==> config.mk <==
export PLATFORM = sky130hd
export DESIGN_NAME = conv_viterbi_dec
export DESIGN_NICKNAME = d
export VERILOG_FILES = /design/src/rtl/conv_viterbi_dec.sv
export SDC_FILE = /design/constraint.sdc
export NUM_CORES = 1
export LEC_CHECK = 0
export CORE_UTILIZATION = 40
export CTS_BUF_LIST = sky130_fd_sc_hd__clkbuf_4 sky130_fd_sc_hd__clkbuf_8 sky130_fd_sc_hd__clkbuf_16
export CTS_CLUSTER_DIAMETER = 120
export CTS_CLUSTER_SIZE = 28
export DETAILED_ROUTE_END_ITERATION = 16
export PLACE_DENSITY = 0.64
export SLEW_MARGIN = 10
export SYNTH_ARGS = -nofsm -noshare
export SYNTH_HDL_FRONTEND = slang
export SYNTH_SLANG_ARGS = --single-unit
export TNS_END_PERCENT = 10
==> constraint.sdc <==
create_clock -name clk -period 15.2 [get_ports clk]
set_clock_uncertainty 0.15 [all_clocks]
set_input_delay 3.04 -clock clk [delete_from_list [all_inputs] [get_ports clk]]
set_output_delay 3.04 -clock clk [all_outputs]
set_load 0.02 [all_outputs]
==> src/rtl/conv_viterbi_dec.sv <==
// Hard-decision Viterbi decoder, rate-1/2 K=4 (octal 17/13), 8 states.
// One ACS step per clock, then one traceback step per clock.
module conv_viterbi_dec #(
   parameter int NBITS    = 48,
   parameter int PM_W     = 8,
   parameter int INIT_INF = 64
) (
   input  logic               clk,
   input  logic               rst,
   input  logic               start,
   input  logic [2*NBITS-1:0] fec_in,
   output logic [NBITS-1:0]   dout,
   output logic [PM_W-1:0]    metric,
   output logic               busy,
   output logic               done
);

   localparam int CW = 2 * NBITS;
   localparam int SW = $clog2(NBITS);

   typedef enum logic [1:0] {
      S_IDLE,
      S_ACS,
      S_TB,
      S_DONE
   } state_t;

   state_t            state_q;
   logic [CW-1:0]     fec_q;
   logic [PM_W-1:0]   pm_q [8];
   logic [PM_W-1:0]   pm_d [8];
   logic [7:0]        dec_d;
   logic [7:0]        surv_q [NBITS];
   logic [SW-1:0]     step_q;
   logic [2:0]        st_q;
   logic [NBITS-1:0]  dout_q;
   logic [PM_W-1:0]   metric_q;
   logic              busy_q;
   logic              done_q;

   logic              accept;
   logic              last_step;
   logic [1:0]        rx_pair;
   logic [2:0]        best_st;
   logic [PM_W-1:0]   best_pm;
   logic [2:0]        tb_st;
   logic              tb_bit;
   logic [SW-1:0]     out_idx;

   // Branch metric: Hamming distance between received pair and the
   // {p1,p0} emitted when entering ns from predecessor {ns[1:0],b}.
   function automatic logic [1:0] bmet(
      input logic [1:0] rx,
      input logic [2:0] ns,
      input logic       b
   );
      logic p0;
      logic p1;
      p0 = ns[2] ^ ns[1] ^ ns[0] ^ b;
      p1 = ns[2] ^ ns[0] ^ b;
      return {1'b0, rx[1] ^ p1} + {1'b0, rx[0] ^ p0};
   endfunction

   // Metric addition that clamps at all-ones instead of wrapping.
   function automatic logic [PM_W-1:0] sat_add(
      input logic [PM_W-1:0] a,
      input logic [1:0]      d
   );
      logic [PM_W:0] s;
      s = {1'b0, a} + {{(PM_W-1){1'b0}}, d};
      return s[PM_W] ? '1 : s[PM_W-1:0];
   endfunction

   assign accept    = start && (state_q == S_IDLE || state_q == S_DONE);
   assign last_step = (step_q == SW'(NBITS - 1));
   assign rx_pair   = fec_q[CW-1 -: 2];
   assign out_idx   = SW'(NBITS - 1) - step_q;

   // Add-compare-select for all eight next states; ties keep b=0.
   always_comb begin
      for (int i = 0; i < 8; i++) begin
         logic [2:0]      ns;
         logic [PM_W-1:0] c0;
         logic [PM_W-1:0] c1;
         ns = 3'(i);
         c0 = sat_add(pm_q[{ns[1:0], 1'b0}], bmet(rx_pair, ns, 1'b0));
         c1 = sat_add(pm_q[{ns[1:0], 1'b1}], bmet(rx_pair, ns, 1'b1));
         dec_d[i] = (c1 < c0);
         pm_d[i]  = (c1 < c0) ? c1 : c0;
      end
   end

   // Best final state: smallest metric, lowest index wins ties.
   always_comb begin
      best_st = 3'd0;
      best_pm = pm_q[0];
      for (int i = 1; i < 8; i++) begin
         if (pm_q[i] < best_pm) begin
            best_st = 3'(i);
            best_pm = pm_q[i];
         end
      end
   end

   // Traceback starts from the best state, then follows st_q.
   always_comb begin
      tb_st  = last_step ? best_st : st_q;
      tb_bit = surv_q[step_q][tb_st];
   end

   // Codeword register: loaded on accept, shifted one pair per ACS step.
   always_ff @(posedge clk) begin
      if (accept) begin
         fec_q <= fec_in;
      end else if (state_q == S_ACS) begin
         fec_q <= fec_q << 2;
      end
   end

   // Survivor memory: one row of decision bits per trellis step.
   always_ff @(posedge clk) begin
      if (state_q == S_ACS) begin
         surv_q[step_q] <= dec_d;
      end
   end

   // Control FSM, path metrics, traceback and registered outputs.
   always_ff @(posedge clk) begin
      if (rst) begin
         state_q  <= S_IDLE;
         step_q   <= '0;
         st_q     <= '0;
         dout_q   <= '0;
         metric_q <= '0;
         busy_q   <= 1'b0;
         done_q   <= 1'b0;
         for (int i = 0; i < 8; i++) begin
            pm_q[i] <= '0;
         end
      end else begin
         unique case (state_q)
            S_IDLE, S_DONE: begin
               if (start) begin
                  pm_q[0] <= '0;
                  for (int i = 1; i < 8; i++) begin
                     pm_q[i] <= PM_W'(INIT_INF);
                  end
                  step_q  <= '0;
                  busy_q  <= 1'b1;
                  done_q  <= 1'b0;
                  state_q <= S_ACS;
               end
            end
            S_ACS: begin
               for (int i = 0; i < 8; i++) begin
                  pm_q[i] <= pm_d[i];
               end
               if (last_step) begin
                  state_q <= S_TB;
               end else begin
                  step_q <= step_q + 1'b1;
               end
            end
            S_TB: begin
               if (last_step) begin
                  metric_q <= best_pm;
               end
               dout_q[out_idx] <= tb_st[2];
               st_q <= {tb_st[1:0], tb_bit};
               if (step_q == '0) begin
                  done_q  <= 1'b1;
                  busy_q  <= 1'b0;
                  state_q <= S_DONE;
               end else begin
                  step_q <= step_q - 1'b1;
               end
            end
         endcase
      end
   end

   assign dout   = dout_q;
   assign metric = metric_q;
   assign busy   = busy_q;
   assign done   = done_q;

endmodule

==> impl_results.md, run 1 <==
- Max-capacitance violation count: 0
- Rel. slew slack: 21.74%
- Commonest non-fill, non-tap cells in the layout: edfxtp_1 (536), nor2_1 (237), nand2_1 (183)
- CTS Buffer Depth: 3
- Die Width: 282.8 um
- Drt first pass iters: 6
- Worst hold path class: reg -> reg
- Overflow after GRT: 0
- Root buffer cell: clkbuf_16
- YS warnings: 0
- Busiest grt layer: met2
- Final ANT Viol Nets: 0
- Fin crit period: 14.55 ns
- HPWL after DPL: 56.32 mm
- PortBufs: 156
- Final Hold Viols: 0
- Synth Instances: 2,446
- CP max-delay cell: dfxtp_1
- Fmax: 68.72 MHz
- Worst setup EP type: flip-flop
- Grt met2 use: 32.47%
- Vias in the first global route: 19.93k
- Crit path arrival time: 14.92 ns
- CTS sink cnt: 619
- Commonest non-fill, non-tap cell in the layout: edfxtp_1
- Sequential cell area: 0.01777 sq mm
- Status: complete, no violations
- Clock tree from TritonCTS: yes
- Average cell area after synthesis: 12.90 sq um
- DRT Wirelength: 80.15 mm
- Post-Syn Area: 0.03154 sq mm
- GR Util met1: 27.48%
- Die Area: 0.07999 sq mm
- Gpl congestion: 0.9168
- WP buf/inv: 8
- Sequential area share after synthesis: 56.29%
- Met3 usage: 2.470%
- Hold-fix buffers, CTS: 0
- Dominant synthesized flop cell: edfxtp_1
- Critical path peak fanout: 17
- Syn Nets: 2,694
- Yosys reg bits: 619
- Final slew viol count: 0
- Final period util: 95.73%
- Drt drc: 0
- Ports: 157
- Iter 0 DRT Violations: 1,751
- Hold Crit Start: dout[20]
- Post-DR wirelength/cell: 22.22 um
- Launching point of the worst reg2reg path: pm_q[0][5]
- Post-synth EDFFs: 536
- Setup slack, reg-to-reg: 0.65 ns
- Area delta synth->final: 11.64%
- Net total in the final layout: 2,794
- Num CTS Buffers: 27
- Number of setup violations in the final report: 0
- Tightest Pin Transition: 1.170 ns
- Worst Setup SP: pm_q[0][5]
- FF-to-FF path depth: 63
- Starting Density: 40.59%
- Multi-input gate area: 0.01304 sq mm
- Synth cell types: 80
- Gr usage total: 19.67%
- Global-route wire length before repair: 120.3 mm
- Cell row count: 102
- DR vias: 20.28k
- Max incr delay on CP: 0.44 ns
- ANT cells: 0
- Worst setup SP type: flip-flop
- Fillers: 6,904
- Classification of the worst setup path: reg -> reg
- Post-synth ARST share: 0%
- RSZ-0062 raised after global routing: true
- Die height: 282.8 um
- Reg clk slew, reported paths: 0.11 ns
- CP delay by family, top: compound AO/OA/AOI/OAI gates
- Min-Delay Path Depth: 2
- Layout cells sized above 1: 14.96%
- Cell mode on critical path: ha_1
- Vias per inst: 5.622
- Core Box Area: 0.07772 sq mm
- Largest net degree at the start of global routing: 87
- Skew-Pair Late Insertion Delay: 0.65 ns
- Levels on crit path: 63
- Htree depth: 1
- CP required: 15.57 ns
- Hold WS: 0.3349 ns
- Antenna violations before repair: 1
==> area by class of cell <==
| class | instances | area share, % |
|---|---|---|
| well taps | 1040 | 3.695 |
| clock inverters | 5 | 0.2416 |
| repair buffers | 198 | 5.326 |
| multi-input cells | 1611 | 37.02 |
| inverters | 89 | 0.9487 |
| flip-flops and latches | 619 | 50.45 |
| clock buffers | 45 | 2.320 |
==> registers in the layout (all words and copies together), names as in the netlist, named ones only <==
name / cells
busy: 1
done: 1
st_q: 3
surv_q: 384
step_q: 6
metric: 8
fec_q: 96
dout: 48
state_q: 2
pm_q: 64
==> per-stage QoR <==
stage / instances / utilization [%] / setup TNS (ns) / cell area (sq um) / setup WS (ns)
CTS: 3605 / 45.24 / 0 / 35160 / 0.03164
finish: 3607 / 45.31 / 0 / 35220 / 0.6484
floorplan: 2446 / - / 0 / 31540 / 1.639
detailed placement: 3553 / 44.06 / -1.882 / 34250 / -0.3417
global route: 3607 / 45.31 / -1.847 / 35220 / -0.1573
global placement: 3553 / 44.06 / 0 / 34250 / 0.1814
==> layer usage <==
layer | wire, um | share of wire (%) | vias to the layer above
met5 | 11 | 0.014 | -
met4 | 2160 | 2.7 | 2
met3 | 4017 | 5.0 | 126
met2 | 38420 | 48 | 547
met1 | 35530 | 44 | 10230
li1 | - | - | 9374
==> what timing repair did <==
item	CTS	global route
resized for setup	1	8
pin swaps	1	1
gates cloned	0	0
setup endpoints to repair	48	59
buffers inserted	2	2
==> cell families after synthesis <==
family          count (synthesis)  synth area share (%)
compound gates                460                 9.365
xor+xnor                       39                 1.083
fa+ha+maj                     151                 6.378
buf+inv                       216                 2.681
flops                         619                 56.29
mux                           293                 14.48
simple gates                  668                 9.718
==> cell usage after synthesis, types with 4 or more instances <==
master | number | area share, %
edfxtp_1 | 536 | 51
nor2_1 | 238 | 2.8
nand2_1 | 183 | 2.2
a21oi_1 | 151 | 2.4
ha_1 | 132 | 5.2
mux4_2 | 120 | 8.6
o21ai_0 | 113 | 1.8
mux2_2 | 107 | 3.8
clkbuf_1 | 97 | 1.2
inv_1 | 85 | 1.0
dfxtp_1 | 83 | 5.3
mux2i_1 | 66 | 2.1
nand3_1 | 50 | 0.79
nand2b_1 | 41 | 0.81
a211oi_1 | 32 | 0.76
nor2b_1 | 32 | 0.63
o21a_1 | 31 | 0.74
a21o_1 | 28 | 0.67
or2_2 | 27 | 0.54
nor3_1 | 26 | 0.41
xnor2_1 | 24 | 0.67
buf_1 | 19 | 0.23
o211ai_1 | 18 | 0.43
fa_1 | 17 | 1.1
and3_1 | 16 | 0.32
xor2_1 | 15 | 0.42
a31oi_1 | 14 | 0.28
or3_1 | 12 | 0.24
and2_1 | 11 | 0.22
nand4_1 | 11 | 0.22
o31a_1 | 9 | 0.25
buf_2 | 7 | 0.11
a311oi_1 | 6 | 0.17
o2111ai_1 | 6 | 0.17
o22a_1 | 6 | 0.17
nand3b_1 | 5 | 0.12
a22oi_1 | 4 | 0.095
==> worst reg2reg max path, delay by kind of cell (launching register included) <==
family | cells | cell delay [ns]
compound gates | 29 | 6.67
buf+inv | 8 | 1.19
fa+ha+maj | 7 | 1.96
flops | 1 | 0.44
mux | 6 | 1.81
simple gates | 13 | 2.26
==> path summary, 6_finish.rpt <==
path / to
setup / recovery: st_q[0]
hold / removal: dout[20]
setup reg to reg: st_q[0]
hold reg to reg: dout[20]
Power of run 1 is not shown: default switching activity piles up to over one toggle a cycle in this logic, so the estimate is an artifact.
==> inputs of run 2 (changes only) <==
--- a/config.mk
+++ b/config.mk
@@ -5,6 +5,7 @@
 export SDC_FILE = /design/constraint.sdc
 export NUM_CORES = 1
 export LEC_CHECK = 0
+export ABC_CLOCK_PERIOD_IN_PS = 15200
 export CORE_UTILIZATION = 40
 export CTS_BUF_LIST = sky130_fd_sc_hd__clkbuf_4 sky130_fd_sc_hd__clkbuf_8 sky130_fd_sc_hd__clkbuf_16
 export CTS_CLUSTER_DIAMETER = 120
==> results of run 2 <==
Same layout as run 1: the final DEF is identical, and so are final timing and power.
Power of run 2 is left out for the same reason.
